$ cat config.mk
export PLATFORM = sky130hd
export DESIGN_NAME = alu_share_arb
export DESIGN_NICKNAME = d
export VERILOG_FILES = /design/src/rtl/alu_share_arb.sv
export SDC_FILE = /design/constraint.sdc
export NUM_CORES = 1
export LEC_CHECK = 0
export ABC_CLOCK_PERIOD_IN_PS = 2000
export CORE_ASPECT_RATIO = 1.1
export CORE_MARGIN = 2
export CORE_UTILIZATION = 35
export DETAILED_ROUTE_END_ITERATION = 10
export GPL_ROUTABILITY_DRIVEN = 0
export GPL_TIMING_DRIVEN = 0
export PLACE_DENSITY = 0.78
export SYNTH_ARGS = -nofsm -noshare
export SYNTH_HDL_FRONTEND = slang
export SYNTH_SLANG_ARGS = --single-unit
$ cat constraint.sdc
create_clock -name clk_i -period 2 [get_ports clk_i]
set_input_delay 0.4 -clock clk_i [delete_from_list [all_inputs] [get_ports clk_i]]
set_output_delay 0.4 -clock clk_i [all_outputs]
set_load 0.02 [all_outputs]
$ cat src/rtl/alu_share_arb.sv
// alu_share_arb: arbitrates two requesters onto one shared 32-bit combinational ALU.
// Latency: handshake at edge k, result captured at edge k+1; minimum 3 cycles per op.
// Backpressure: one op in flight; both req ready low until the owner's rsp handshake.
// Optional: define ALU_ARB_RR_EN for round-robin tie-breaking (default: fixed priority, req0 wins).
module alu_share_arb #(
  parameter int DATA_W = 32
) (
  input  logic              clk_i,
  input  logic              rst_ni,
  // requester 0
  input  logic              req0_valid_i,
  output logic              req0_ready_o,
  input  logic [2:0]        req0_ctl_i,
  input  logic [DATA_W-1:0] req0_a_i,
  input  logic [DATA_W-1:0] req0_b_i,
  // requester 1
  input  logic              req1_valid_i,
  output logic              req1_ready_o,
  input  logic [2:0]        req1_ctl_i,
  input  logic [DATA_W-1:0] req1_a_i,
  input  logic [DATA_W-1:0] req1_b_i,
  // responses
  output logic              rsp0_valid_o,
  input  logic              rsp0_ready_i,
  output logic              rsp1_valid_o,
  input  logic              rsp1_ready_i,
  output logic [DATA_W-1:0] rsp_result_o,
  output logic              rsp_zero_o,
  // shared ALU
  output logic [2:0]        alu_ctl_o,
  output logic [DATA_W-1:0] alu_a_o,
  output logic [DATA_W-1:0] alu_b_o,
  input  logic [DATA_W-1:0] alu_out_i,
  input  logic              alu_zero_i
);

  typedef enum logic [1:0] {
    IDLE = 2'd0,
    EXEC = 2'd1,
    RESP = 2'd2
  } state_e;

  state_e            state_q;
  logic              owner_q;
  logic [2:0]        alu_ctl_q;
  logic [DATA_W-1:0] alu_a_q;
  logic [DATA_W-1:0] alu_b_q;
  logic [DATA_W-1:0] rsp_result_q;
  logic              rsp_zero_q;
  logic              rsp0_valid_q;
  logic              rsp1_valid_q;

`ifdef ALU_ARB_RR_EN
  // Requester granted most recently; the other one wins the next tie.
  logic              last_q;
`endif

  logic              grant_vld;
  logic              grant_id;
  logic              rsp_hs;

  // Pick a winner among the valid requesters; a lone requester always wins.
  always_comb begin
    grant_vld = req0_valid_i | req1_valid_i;
    grant_id  = 1'b0;
    if (req0_valid_i && req1_valid_i) begin
`ifdef ALU_ARB_RR_EN
      grant_id = ~last_q;
`else
      grant_id = 1'b0;
`endif
    end else if (req1_valid_i) begin
      grant_id = 1'b1;
    end
  end

  assign req0_ready_o = (state_q == IDLE) & grant_vld & ~grant_id;
  assign req1_ready_o = (state_q == IDLE) & grant_vld &  grant_id;

  // Response completes when the owner of the in-flight op takes it.
  assign rsp_hs = (state_q == RESP) & (owner_q ? rsp1_ready_i : rsp0_ready_i);

  // Sequencer: latch the granted op, drive the ALU for one cycle, hold the result until taken.
  always_ff @(posedge clk_i or negedge rst_ni) begin
    if (!rst_ni) begin
      state_q      <= IDLE;
      owner_q      <= 1'b0;
      alu_ctl_q    <= '0;
      alu_a_q      <= '0;
      alu_b_q      <= '0;
      rsp_result_q <= '0;
      rsp_zero_q   <= 1'b0;
      rsp0_valid_q <= 1'b0;
      rsp1_valid_q <= 1'b0;
`ifdef ALU_ARB_RR_EN
      last_q       <= 1'b1;
`endif
    end else begin
      case (state_q)
        IDLE: begin
          if (grant_vld) begin
            alu_ctl_q <= grant_id ? req1_ctl_i : req0_ctl_i;
            alu_a_q   <= grant_id ? req1_a_i   : req0_a_i;
            alu_b_q   <= grant_id ? req1_b_i   : req0_b_i;
            owner_q   <= grant_id;
            state_q   <= EXEC;
          end
        end
        EXEC: begin
          rsp_result_q <= alu_out_i;
          rsp_zero_q   <= alu_zero_i;
          rsp0_valid_q <= ~owner_q;
          rsp1_valid_q <=  owner_q;
          state_q      <= RESP;
        end
        RESP: begin
          if (rsp_hs) begin
            rsp0_valid_q <= 1'b0;
            rsp1_valid_q <= 1'b0;
            state_q      <= IDLE;
`ifdef ALU_ARB_RR_EN
            last_q       <= owner_q;
`endif
          end
        end
        default: begin
          state_q <= IDLE;
        end
      endcase
    end
  end

  assign alu_ctl_o    = alu_ctl_q;
  assign alu_a_o      = alu_a_q;
  assign alu_b_o      = alu_b_q;
  assign rsp_result_o = rsp_result_q;
  assign rsp_zero_o   = rsp_zero_q;
  assign rsp0_valid_o = rsp0_valid_q;
  assign rsp1_valid_o = rsp1_valid_q;

endmodule

# Yosys cells after proc, flatten, opt, wreduce, memory -nomap -nowiden
# Index checks and enable logic that the tools add are counted.
[word_totals]
regBits = 105
input_bits = 173
out_inout_bits = 104
wordCells = 38
[classes]
eq_ne = 4
n_mux = 12
bitwise = 7
n_reduce_logical = 6
[op_table]
columns = ["cell", "n"]
rows = [
  ["32-bit 2-to-1 mux", 2],
  ["2-bit case mux with 3 select lines", 1],
  ["2-bit AND reduction", 3],
  ["1-bit bitwise AND", 4],
  ["1-bit 2-to-1 mux", 4],
  ["2-bit 2-to-1 mux", 2],
  ["2-bit inequality test, second input constant", 2],
  ["1-bit case mux with 2 select lines", 2],
  ["3-bit 2-to-1 mux", 1],
  ["2-bit by 1-bit equality test with 1-bit output, second input constant", 1],
  ["2-bit equality test, second input constant", 1],
  ["2-bit zero test", 1],
  ["1-bit NOT", 2],
  ["2-bit nonzero test", 1],
  ["1-bit logical AND", 1],
  ["1-bit bitwise OR", 1],
]

# Logic depth before layout (Yosys ltp)
[depth]
ltp_word = 4
depth_mapped = 5
depth_no_buf = 3

# Worst setup path before layout
# Ideal clock, no wire load.
[synth_timing]
path_type = "flip-flop to output port"
startpoint = "register state_q[0]"
endpoint = "output req1_ready_o"
arrival_ps = 1174
required_ps = 1600
path_slack_ps = 426
stages_incl_launch_ff = 4
n_path_buf = 1
path_cell_list = "dfrtp_1 -> or2_1 -> nor3b_2 -> buf_2"
[synth_via]
elab_chain_cells = 3
[synth_rtl]
columns = ["element", "line", "text"]
rows = [
  ["from (decl)", "43", "state_e state_q;"],
  ["from (signal assigned)", "86", "state_q <= IDLE;"],
  ["from (signal assigned)", "106", "state_q <= EXEC;"],
  ["from (signal assigned)", "114", "state_q <= RESP;"],
  ["2-bit zero test", "78", "assign req1_ready_o = (state_q == IDLE) & grant_vld & grant_id;"],
  ["1-bit bitwise AND (2 in series)", "78", ""],
  ["to (decl)", "18", "output logic req1_ready_o,"],
]
# No other way between the ends.

# Worst setup path in the final report
[layout_timing]
startpoint = "register state_q[1]"
endpoint = "output req1_ready_o"
# Same word-level chain as after synthesis.

==> out/results.txt <==
Static leakage power: 3.25 nW
Vertical extent of the die: 121 µm
Clk sink count: 105
Required time at the worst-slack endpoint: 1.60 ns
List of cells traversed by the critical path: or2_4 -> nor3b_4 -> buf_6 -> buf_4
Maximum buffer depth of the clock tree: 2
Initial detailed-routing violation count: 159
Most area-hungry cell type in the Yosys netlist: dfrtp_1
Unrepaired setup endpoints after global routing: false
Smallest hold slack: 0.0727 ns
Syn_nets: 491
Number of iterations in the first detailed-routing pass: 4
Design Power: 12.0 mW
Share of post-route cells with drive strength above 1: 12.8%
Die Wd: 110 µm
Synth area leaders: dfrtp_1 (60%), a221o_1 (15%), and2_1 (9.6%)
Area of the die: 13,300 µm²
Routed wirelength normalized by instance count: 18.7 µm
Count of synthesis-stage warnings from yosys: 0
Top fanout value on the critical path: 6
Max_slew headroom: 56.4%
Longest individual stage delay on the worst path: 0.44 ns
Commonest cells post-synth: dfrtp_1 (105), a221o_1 (67), and2_1 (67)
Core ar.: 12,100 µm²
Fraction of the cycle the final worst path needs: 94.9%
Clock transition at the register clock pins on the worst setup and hold paths after CTS: 0.06 ns
Count of input and output buffers: 276
Combined area of all synthesized cells: 4350 µm²
Critical path arrival: 1.50 ns
Tmin final: 1.90 ns
VDD IR max: 909 µV
Leading cell type by number of instances after synthesis: dfrtp_1
CP startpoint kind: flip-flop
Congestion Overflow GR: 0
Critical Path Sink Type: primary output
Final Routed Wirelength: 14.4 mm
R2r endpoint: alu_b_o[30]
FFs w/ async S/R, synth: 100%
Tot GR Track Use: 21.3%
Final setup fails: 0
Max Clock Freq: 527 MHz
Layout filler cell count: 982
Worst-skew pair later-pin latency: 0.35 ns
Cell Pwr Density: 1560 nW/µm²
Effective utilization at floorplan: 36.0%
CTS Root Buffer Type: clkbuf_16
Clock buffer count from CTS: 9
Average footprint of a synthesized cell: 13.7 µm²
Clock tree skew after final layout: 0.00396 ns
Sequential-to-total area share from yosys stat: 60.4%
Max_cap viols: 0
Worst setup slack for register-to-register paths: 0.17 ns
Routed Antenna Nets: 0
Number of hold violations in the final report: 0
Number of vias per cell: 5.07
Count of flip-flops with a built-in enable after synthesis: 0
Sequential Area: 2630 µm²
Worst-Margin Slew: 0.654 ns
Count of cell types in the netlist: 19
Most used flip-flop cell after synthesis: dfrtp_1
Outcome: completed
Max Transition Viols Final: 0
Area Overhead vs Synth: 77.3%
Antenna cells: 0
Number of placement rows: 42
Global-route wire length before repair: 21.3 mm
Standard cell with the maximum stage delay on the critical path: dfrtp_2
Total number of vias: 3,908
CTS tree: yes
Initial antenna violation count: 0
Launching point of the worst reg2reg path: state_q[0]
Final nets: 785
Flip-flop and latch count after synthesis: 105
Setup TNS: 0 ns
I/O Pins: 277
Number of levels the H-tree was split into: 3
Number of global-route vias before repair: 4,078
Worst min path class: in -> async
Worst R2R Path Depth: 6
Post-route DRC: 0
Area taken by multi-input logic gates: 1610 µm²
Synth Instances: 318
DP Wirelength: 11.2 mm
Crit Path Class: reg -> out
Area share of the largest cell type after synthesis: 60.4%
Largest net degree at the start of global routing: 58
-- flip-flops by register name (all words and copies together) (netlist names), 2 cells and up --
name / cells
alu_a_o: 32
state_q: 2
rsp_result_o: 32
alu_b_o: 32
alu_ctl_o: 3
-- layout by cell type (no fill, tap or decap), types with 2 or more instances in the layout --
cell type,netlist,routed
clkdlybuf4s50_1,0,272
dfrtp_1,105,103
and2_1,67,67
a221o_1,67,67
mux2_2,33,33
buf_4,3,12
buf_2,10,10
clkbuf_1,11,10
clkbuf_16,0,9
a21oi_1,4,4
clkbuf_8,0,3
nor2b_1,3,3
a21o_1,3,3
nor3b_4,0,2
nor2_1,2,2
inv_1,2,2
clkinv_2,0,2
dfrtp_2,0,2
-- logic make-up after synthesis --
kind of cell,synth area share [%]
flops,60.4
compound gates,17.0
simple gates,11.1
mux,8.55
buf+inv,2.88
-- metrics by stage --
stage / instances / utilization (%) / cell area, µm² / setup WS, ns
after CTS: 769 / 63.6 / 7690 / 0.0194
after global placement: 748 / 60.4 / 7300 / -3.37
after global routing: 771 / 63.8 / 7710 / 0.0101
final: 771 / 63.8 / 7710 / 0.102
after detailed placement: 749 / 60.6 / 7330 / -0.858
after floorplan: 318 / - / 4350 / 0.426
-- worst max path at each step --
stage | start | to | slack, ns | depth (start not counted)
floorplan | state_q[0] | req1_ready_o | 0.43 | 3
global placement | rst_ni | alu_b_o[15] | -3.37 | 1
detailed placement | req0_valid_i | req0_ready_o | -0.86 | 4
CTS | state_q[0] | req0_ready_o | 0.02 | 4
global route | state_q[1] | req1_ready_o | 0.01 | 4
finish | state_q[1] | req1_ready_o | 0.10 | 4
-- timing repair --
item | 4_1_cts | 5_1_grt
hold buffers | 0 | 0
endpoints found under the hold margin | 0 | 0
gates cloned | 0 | 0
gates resized for setup | 17 | 3
buffers inserted | 4 | 3
endpoints found under the setup margin | 12 | 12
pin swaps | 1 | 1
-- power by group --
group / switching (mW) / internal (mW)
Combinational: 3.00 / 3.38
Sequential: 0.613 / 3.19
Clock: 0.763 / 1.04
-- routing by layer --
layer / GRT usage, % / part of all wire, % / up-vias
met4: 7.66 / 2.0 / 0
met5: 0 / 0 / -
li1: - / - / 1785
met1: 23.7 / 38 / 1944
met2: 38.2 / 53 / 161
met3: 6.18 / 7.9 / 18
-- critical path: cells and delay by family, from the launching register on --
kind,cells,cell delay [ns]
buffers and inverters,2,0.25
AND/OR/NAND/NOR,2,0.47
flip-flops,1,0.44
-- cell type report --
type / count / area share, %
buffer: 24 / 1.69
clock buffer: 12 / 3.33
clock inverter: 4 / 0.633
inverter: 2 / 0.0974
multi-input combinational: 186 / 20.9
sequential: 105 / 34.1
tap: 154 / 2.50
timing repair buffer: 284 / 36.7
Power figures use the tool's default switching activity.
